File: src/rtl/branch_resolve_unit_pkg.sv
// Shared definitions for the branch resolution slice: default sizes,
// instruction width and the prediction queue entry layout.
package branch_resolve_unit_pkg;

  localparam int BP_XLEN       = 32;
  localparam int BP_DEPTH      = 4;
  localparam int BP_PTR_W      = 2;
  localparam int BP_INSN_BYTES = 4;

  // One in-flight prediction: fetched PC and the next PC the predictor chose.
  typedef struct packed {
    logic [BP_XLEN-1:0] pc;
    logic [BP_XLEN-1:0] pred_pc;
  } bp_entry_t;

  localparam int BP_ENTRY_W = $bits(bp_entry_t);

endpackage

File: src/rtl/branch_resolve_unit_pred_queue.sv
// In-order prediction queue: power-of-two FIFO with wrap-bit pointers and a
// flush input that drops every stored entry (and any same-cycle push/pop).
module branch_resolve_unit_pred_queue
  import branch_resolve_unit_pkg::*;
#(
  parameter int DEPTH = BP_DEPTH,
  parameter int PTR_W = BP_PTR_W,
  parameter int W     = BP_ENTRY_W
) (
  input  logic         clk,
  input  logic         reset,
  input  logic         flush,
  input  logic         push,
  input  logic         pop,
  input  logic [W-1:0] push_data,
  output logic         empty,
  output logic         full,
  output logic [W-1:0] head_data
);

  logic [PTR_W:0] wr_ptr;
  logic [PTR_W:0] rd_ptr;
  logic [W-1:0]   mem [DEPTH];
  logic           pop_ok;
  logic           push_ok;

  assign empty     = (wr_ptr == rd_ptr);
  assign full      = (wr_ptr[PTR_W-1:0] == rd_ptr[PTR_W-1:0]) &&
                     (wr_ptr[PTR_W] != rd_ptr[PTR_W]);
  assign head_data = mem[rd_ptr[PTR_W-1:0]];
  assign pop_ok    = pop & ~empty;
  assign push_ok   = push & (~full | pop_ok);

  // Pointer update; a flush collapses the queue onto the read pointer.
  always_ff @(posedge clk) begin
    if (reset) begin
      wr_ptr <= '0;
      rd_ptr <= '0;
    end else if (flush) begin
      wr_ptr <= rd_ptr;
    end else begin
      if (push_ok) wr_ptr <= wr_ptr + 1'b1;
      if (pop_ok)  rd_ptr <= rd_ptr + 1'b1;
    end
  end

  // Entry storage; wrong-path writes during a flush are not kept.
  always_ff @(posedge clk) begin
    if (push_ok && !flush) mem[wr_ptr[PTR_W-1:0]] <= push_data;
  end

endmodule

File: src/rtl/branch_resolve_unit.sv
// Branch resolution unit: compares the oldest queued prediction against the
// real next PC at EX, raises a one-cycle redirect on mismatch and sends a
// registered update to the predictor for every control-flow instruction.
// Optional statistics counters are enabled by BRANCH_RESOLVE_STATS_EN.
module branch_resolve_unit
  import branch_resolve_unit_pkg::*;
#(
  parameter int DEPTH = BP_DEPTH,
  parameter int PTR_W = BP_PTR_W,
  parameter int XLEN  = BP_XLEN
) (
  input  logic            clk,
  input  logic            reset,
  input  logic            push_valid,
  output logic            push_ready,
  input  logic [XLEN-1:0] push_pc,
  input  logic [XLEN-1:0] push_pred_pc,
  input  logic            ex_valid,
  input  logic            ex_is_cf,
  input  logic            ex_taken,
  input  logic [XLEN-1:0] ex_target,
  output logic            redirect_valid,
  output logic [XLEN-1:0] redirect_pc,
  output logic            upd_valid,
  output logic [XLEN-1:0] upd_pc,
  output logic            upd_taken,
  output logic [XLEN-1:0] upd_target,
`ifdef BRANCH_RESOLVE_STATS_EN
  output logic [31:0]     stat_cf_cnt,
  output logic [31:0]     stat_mis_cnt,
`endif
  output logic            err_underflow
);

  typedef struct packed {
    logic [XLEN-1:0] pc;
    logic [XLEN-1:0] pred_pc;
  } entry_t;

  entry_t          head;
  logic            q_empty;
  logic            q_full;
  logic            flush;
  logic            resolve;
  logic            mispredict;
  logic            upd_fire;
  logic            underflow;
  logic [XLEN-1:0] actual;
  logic            redirect_q;
  logic            upd_q;

  assign push_ready = ~q_full | ex_valid;

  // Pending pulses are cancelled as soon as reset is seen, not one edge later.
  assign redirect_valid = redirect_q & ~reset;
  assign upd_valid      = upd_q & ~reset;

  // The redirect cycle is wrong-path: nothing popped then may resolve.
  assign flush      = redirect_valid;
  assign resolve    = ex_valid & ~q_empty & ~flush;
  assign underflow  = ex_valid & q_empty & ~flush;
  assign actual     = (ex_is_cf && ex_taken) ? ex_target
                                             : head.pc + XLEN'(BP_INSN_BYTES);
  assign mispredict = resolve & (actual != head.pred_pc);
  assign upd_fire   = resolve & ex_is_cf;

  branch_resolve_unit_pred_queue #(
    .DEPTH (DEPTH),
    .PTR_W (PTR_W),
    .W     (2*XLEN)
  ) u_queue (
    .clk       (clk),
    .reset     (reset),
    .flush     (flush),
    .push      (push_valid & push_ready),
    .pop       (ex_valid),
    .push_data ({push_pc, push_pred_pc}),
    .empty     (q_empty),
    .full      (q_full),
    .head_data (head)
  );

  // Registered redirect/update pulses and the sticky underflow flag.
  always_ff @(posedge clk) begin
    if (reset) begin
      redirect_q    <= 1'b0;
      redirect_pc   <= '0;
      upd_q         <= 1'b0;
      upd_pc        <= '0;
      upd_taken     <= 1'b0;
      upd_target    <= '0;
      err_underflow <= 1'b0;
    end else begin
      redirect_q    <= mispredict;
      upd_q         <= upd_fire;
      err_underflow <= err_underflow | underflow;
      if (mispredict) redirect_pc <= actual;
      if (upd_fire) begin
        upd_pc     <= head.pc;
        upd_taken  <= ex_taken;
        upd_target <= ex_target;
      end
    end
  end

`ifdef BRANCH_RESOLVE_STATS_EN
  // Free-running resolution statistics, wrapping at 2^32.
  always_ff @(posedge clk) begin
    if (reset) begin
      stat_cf_cnt  <= '0;
      stat_mis_cnt <= '0;
    end else begin
      if (upd_fire)   stat_cf_cnt  <= stat_cf_cnt + 32'd1;
      if (mispredict) stat_mis_cnt <= stat_mis_cnt + 32'd1;
    end
  end
`endif

endmodule

File: config.mk
export PLATFORM = sky130hd
export DESIGN_NAME = branch_resolve_unit
export DESIGN_NICKNAME = d
export VERILOG_FILES = /design/src/rtl/branch_resolve_unit_pkg.sv /design/src/rtl/branch_resolve_unit_pred_queue.sv /design/src/rtl/branch_resolve_unit.sv
export SDC_FILE = /design/constraint.sdc
export NUM_CORES = 1
export LEC_CHECK = 0
export ABC_AREA = 1
export BUFFER_PORTS_ARGS = -buffer_cell sky130_fd_sc_hd__buf_4
export CAP_MARGIN = 20
export CORE_MARGIN = 1.5
export CORE_UTILIZATION = 37
export DETAILED_ROUTE_END_ITERATION = 10
export HOLD_SLACK_MARGIN = 0.08
export PLACE_DENSITY = 0.51
export SLEW_MARGIN = 25
export SYNTH_ARGS = -nofsm -noshare
export SYNTH_HDL_FRONTEND = slang
export SYNTH_SLANG_ARGS = --single-unit
File: constraint.sdc
create_clock -name clk -period 6.4 [get_ports clk]
set_clock_uncertainty 0.05 [all_clocks]
set_input_delay 1.28 -clock clk [delete_from_list [all_inputs] [get_ports clk]]
set_output_delay 1.28 -clock clk [all_outputs]
set_load 0.02 [all_outputs]
-- Word-level counts from Yosys, hierarchy flattened
Memories as Yosys holds them, arrays and structs flattened. A register that Yosys moved wholly into a read port is not among the register bits.
Cells that the tools add are included.
- add/sub/neg operators: 3
- bitwise logic cells: 17
- multiplexer cells: 7
- equal/unequal tests: 4
- reductions and logical operators: 6
- operators by type and width (kind ; number):
    32-bit by 3-bit adder with 32-bit output (second input constant) ; 1
    32-bit two-way mux ; 1
    32-bit != test ; 1
    1-bit bitwise AND ; 10
    3-bit by 1-bit adder with 3-bit output (second input constant) ; 2
    3-bit two-way mux ; 2
    2-bit two-way mux ; 2
    1-bit NOT ; 4
    3-bit == test ; 1
    1-bit logical AND ; 3
    1-bit bitwise OR ; 3
    2-bit == test ; 1
    1-bit two-way mux ; 2
    2-bit AND reduction ; 1
    2-bit nonzero test ; 1
    1-bit logical NOT ; 1
    1-bit != test ; 1
- RAM bits: 256
- word-level logic and storage cells: 47
- bits in registers: 106
- output and inout port bits: 101
- memories: 1
- bits of input ports: 102
- memory list (memory ; depth ; bits a word ; read ports ; clocked after memory_dff ; wr ports ; RTL line ; text):
    u_queue.mem ; 4 ; 64 ; 1 ; 1 ; 1 ; branch_resolve_unit_pred_queue.sv:23 ; logic [W-1:0] mem [DEPTH];

-- Longest topological paths before layout
- word-level depth: 9
- depth in mapped cells: 28

-- By module
A second synthesis with hierarchy kept.
- cells, all modules: 1584
- area, all modules: 15456.1 um^2
- modules (own cells, without submodules) (module ; times used ; cells each ; area an instance (um^2) ; sequential area each (um^2)):
    branch_resolve_unit_pred_queue ; 1 ; 692 ; 9895.7 ; 7847.5
    branch_resolve_unit ; 1 ; 892 ; 5560.3 ; 2001.9

-- Worst setup path before layout
OpenSTA, ideal clock, no wires.
- kind: input -> register
- start point: input ex_valid
- end point: memory u_queue.mem[0][0] (netlist name) (enable)
- arrival: 4.613 ns
- stages: 6
- library setup time: 0.486 ns
- slack: 1.251 ns
- required time: 5.864 ns
- path buffers: 0
- cells stage by stage: inv_1 > nand3_1 > nand2_1 > nor2_1 > inv_1 > nor2_1
- cells in the longest elaborated chain, start to end: 6
- ends and longest elaborated chain (what ; RTL line ; text):
    start: declaration ; branch_resolve_unit.sv:18 ; input logic ex_valid,
    1-bit bitwise OR ; branch_resolve_unit.sv:52 ; assign push_ready = ~q_full | ex_valid;
    via push_ready ; branch_resolve_unit.sv:15 ; output logic push_ready,
    1-bit bitwise AND ; branch_resolve_unit.sv:75 ; .push (push_valid & push_ready),
    1-bit bitwise AND ; branch_resolve_unit_pred_queue.sv:32 ; assign push_ok = push & (~full | pop_ok);
    1-bit logical AND ; branch_resolve_unit_pred_queue.sv:49 ; if (push_ok && !flush) mem[wr_ptr[PTR_W-1:0]] <= push_data;
    1-bit two-way mux ; branch_resolve_unit_pred_queue.sv:49 ;
    1-bit two-way mux (implied by the code) ; branch_resolve_unit_pred_queue.sv:49 ;
    end: declaration ; branch_resolve_unit_pred_queue.sv:23 ;
The timed path passes the listed nets, and every way through them passes these cells.

==> results.yml <==
synthesis:
  yosys.area_share.simple_pct: 24.0
  synth-seq-cells: 364
  synth_top_cell_by_area: "edfxtp_1"
  yosys_warnings: 0
  synth-main-ff-cell: "edfxtp_1"
  synth_area_leaders: "edfxtp_1, nand2_1, dfxtp_1"
  ys_top_cells_by_count: "nand2_1, edfxtp_1, nor2_1"
  syn_area_um2: 16000
  avgSynthCellArea_um2: 9.28
  synth_edf_count: 256
  yosys.area.top_type_share_pct: 48.2
  synth_mux_area_share_pct: 0
  synth-compound-area-share_pct: 8.40
  yosys.cell_count.top_type: "nand2_1"
  yosysSeqAreaShare_pct: 61.7
  synth_top_family_by_area: "simple AND/OR/NAND/NOR gates"
  synth_cell_types: 35
  postSynth.asyncResetShare_pct: 0
  synthAdderAreaFrac_pct: 0.470
  synth_xor_xnor_area_share_pct: 0.604
  syn_inst: 1719
  syn_nets: 1827
worst_hold_path:
  holdCritStartpoint: "err_underflow$_SDFF_PP0_"
  hold_depth: 2
  hold_path_end: "err_underflow$_SDFF_PP0_"
  hold_class: "flop to flop"
final_layout:
  fin_area_um2: 19200
  layout-drive-gt1-share_pct: 17.4
  instances_no_fill: 2467
  nFillCells: 4060
  syn2layout_area_growth_pct: 20.4
  nets: 2003
  diodes: 0
  utilization_pct: 45.5
clock_tree:
  cts_hold_buf: 0
  cts_sinks: 364
  cts_tree: "done"
  ctsRootBufferMaster: "clkbuf_16"
  clk_latency_ps: 560
  clk_pin_slew_worst_paths_ps: 60
  cts_buffer_depth: 3
  cts_made_buffers: 41
  cts_resized: 0
  post_cts_buffers: 0
  htreeDepth: 2
critical_path:
  worstPathArrival_ps: 5110
  critPathKind: "flop to flop"
  crit_buf_inv: 3
  regToRegEndpoint: "redirect_pc[3]$_SDFFE_PP0P_"
  cp_slowest_cell: "dfxtp_4"
  crit_top_cell: "nand2_1"
  cpLargestDelayFamily: "simple AND/OR/NAND/NOR gates"
  path_depth: 26
  rrSetupSlack_ps: 1700
  worst-path-max-fanout: 68
  reg2reg_depth: 26
  critPathLaunchType: "flop"
  worstPathRequired_ps: 6810
  slowest_delay_ps: 560
  end_kind: "flop"
routing:
  drt_pass1_iterations: 6
  num_vias: 12503
  routed_wl_um: 49000
  drt-initial-drc-count: 1005
  via_per_inst: 5.07
  remaining_drc_errors: 0
  wl_per_cell_um: 19.9
  ant_nets: 0
run_status:
  status: "completed"
floorplanning:
  core_area_um2: 42200
  die_area_um2: 44400
  fp-row-count: 75
  dieWidth_um: 211
  io_pins: 203
  initial_core_util_pct: 37.8
  die_y_um: 211
global_routing:
  grt_max_degree: 86
  grt_remaining_overflow: 0
  grt_pass1_wl_um: 73400
  grt_antenna_before_repair: 2
  grt_pass1_vias: 11811
  grt_usage_pct: 22.3
timing:
  worst_slew_margin_rel_pct: 40.7
  fin_setup_tns_ps: 0
  fin_crit_ps: 4700
  tightestPinTransition_ps: 890
  finalCritPeriodShare_pct: 73.4
  slew_violations: 0
  finalSetupViolCount: 0
  rsz0062_at_grt: "false"
  clock.fmax_mhz: 213
  finalHoldViolations: 0
place:
  gp_congestion: 0.912
  numPortBuffers: 202
  hpwl_um: 32500
  placed_cell_area_um2: 17900
  placed_cells: 2391
power_and_ir_drop:
  finalPower_w: 0.00711
  powerDensity_nw_per_um2: 370
  ir_drop_uv: 189
  p_leak_nw: 7.87
job:
  maxCapViolCount: 0
power breakdown:
part           switching [W]  total [W]  internal (W)
Combinational        0.00134    0.00194      0.000591
Clock               0.000940    0.00232       0.00138
Sequential          0.000126    0.00285       0.00272
Total                0.00241    0.00711       0.00470
state kept, by name, summed over array words and instances (netlist names), named ones only:
signal	flops
u_queue.wr_ptr	3
redirect_pc	32
upd_target	32
u_queue.rd_ptr	3
redirect_q	1
err_underflow	1
upd_taken	1
u_queue.mem	256
upd_q	1
upd_pc	32
per-layer routing:
metal	wire length, µm	track usage, %
met5	10	0
met4	966	6.87
met3	2950	3.82
met2	22100	34.7
met1	22900	31.7
kinds of logic (layout without fill, tap and decap cells):
logic type | Yosys count | count (layout)
XOR/XNOR | 11 | 11
flip-flops | 364 | 364
AO/OA/AOI/OAI | 247 | 247
buffers and inverters | 165 | 374
adder cells (fa/ha/maj) | 6 | 6
AND/OR/NAND/NOR | 926 | 926
how the worst max path moves through the flow:
stage	startpoint	to
final	flop	redirect_pc[3]$_SDFFE_PP0P_
after global routing	flop	redirect_pc[3]$_SDFFE_PP0P_
after CTS	flop	redirect_pc[3]$_SDFFE_PP0P_
after detailed placement	ex_is_cf	redirect_pc[10]$_SDFFE_PP0P_
after global placement	ex_is_cf	redirect_pc[7]$_SDFFE_PP0P_
after floorplan	ex_valid	u_queue.mem[0][0]$_DFFE_PP_
through the flow:
stage	worst slack [ps]	hold slack, ps
after floorplan	1250	408
after global placement	1600	395
after detailed placement	1620	406
after CTS	1720	415
after global routing	1180	433
final	1700	412
area by class of cell:
cell class | count | area (µm²) | area share (%)
Inverter | 78 | 298 | 1.55
Timing Repair Buffer | 220 | 1680 | 8.72
Clock buffer | 65 | 1210 | 6.29
Clock inverter | 11 | 129 | 0.670
Sequential cell | 364 | 9850 | 51.3
Multi-Input combinational cell | 1190 | 5380 | 28.0
Tap cell | 539 | 674 | 3.51
tightest hold or removal path, cell delays in order (launching register included):
cell and delay, ps:
dfxtp_1 310, inv_1 50, a21oi_1 50
cell usage in the layout (no fill, tap or decap), drive strengths merged, types with 3 or more instances in the layout:
cell / synthesis / routed
nor2: 168 / 168
xor2: 9 / 9
dfxtp: 108 / 108
clkinv: 1 / 8
a21oi: 111 / 111
a32oi: 15 / 15
inv: 77 / 79
a31oi: 6 / 6
o21ai: 91 / 91
nand3b: 18 / 18
nand3: 117 / 117
or2: 21 / 21
nand4: 3 / 3
clkbuf: 37 / 65
o22ai: 18 / 18
nand2: 596 / 596
buf: 50 / 220
o211ai: 4 / 4
edfxtp: 256 / 256
ha: 6 / 6
Note: power is estimated with default switching activity, not from simulation.
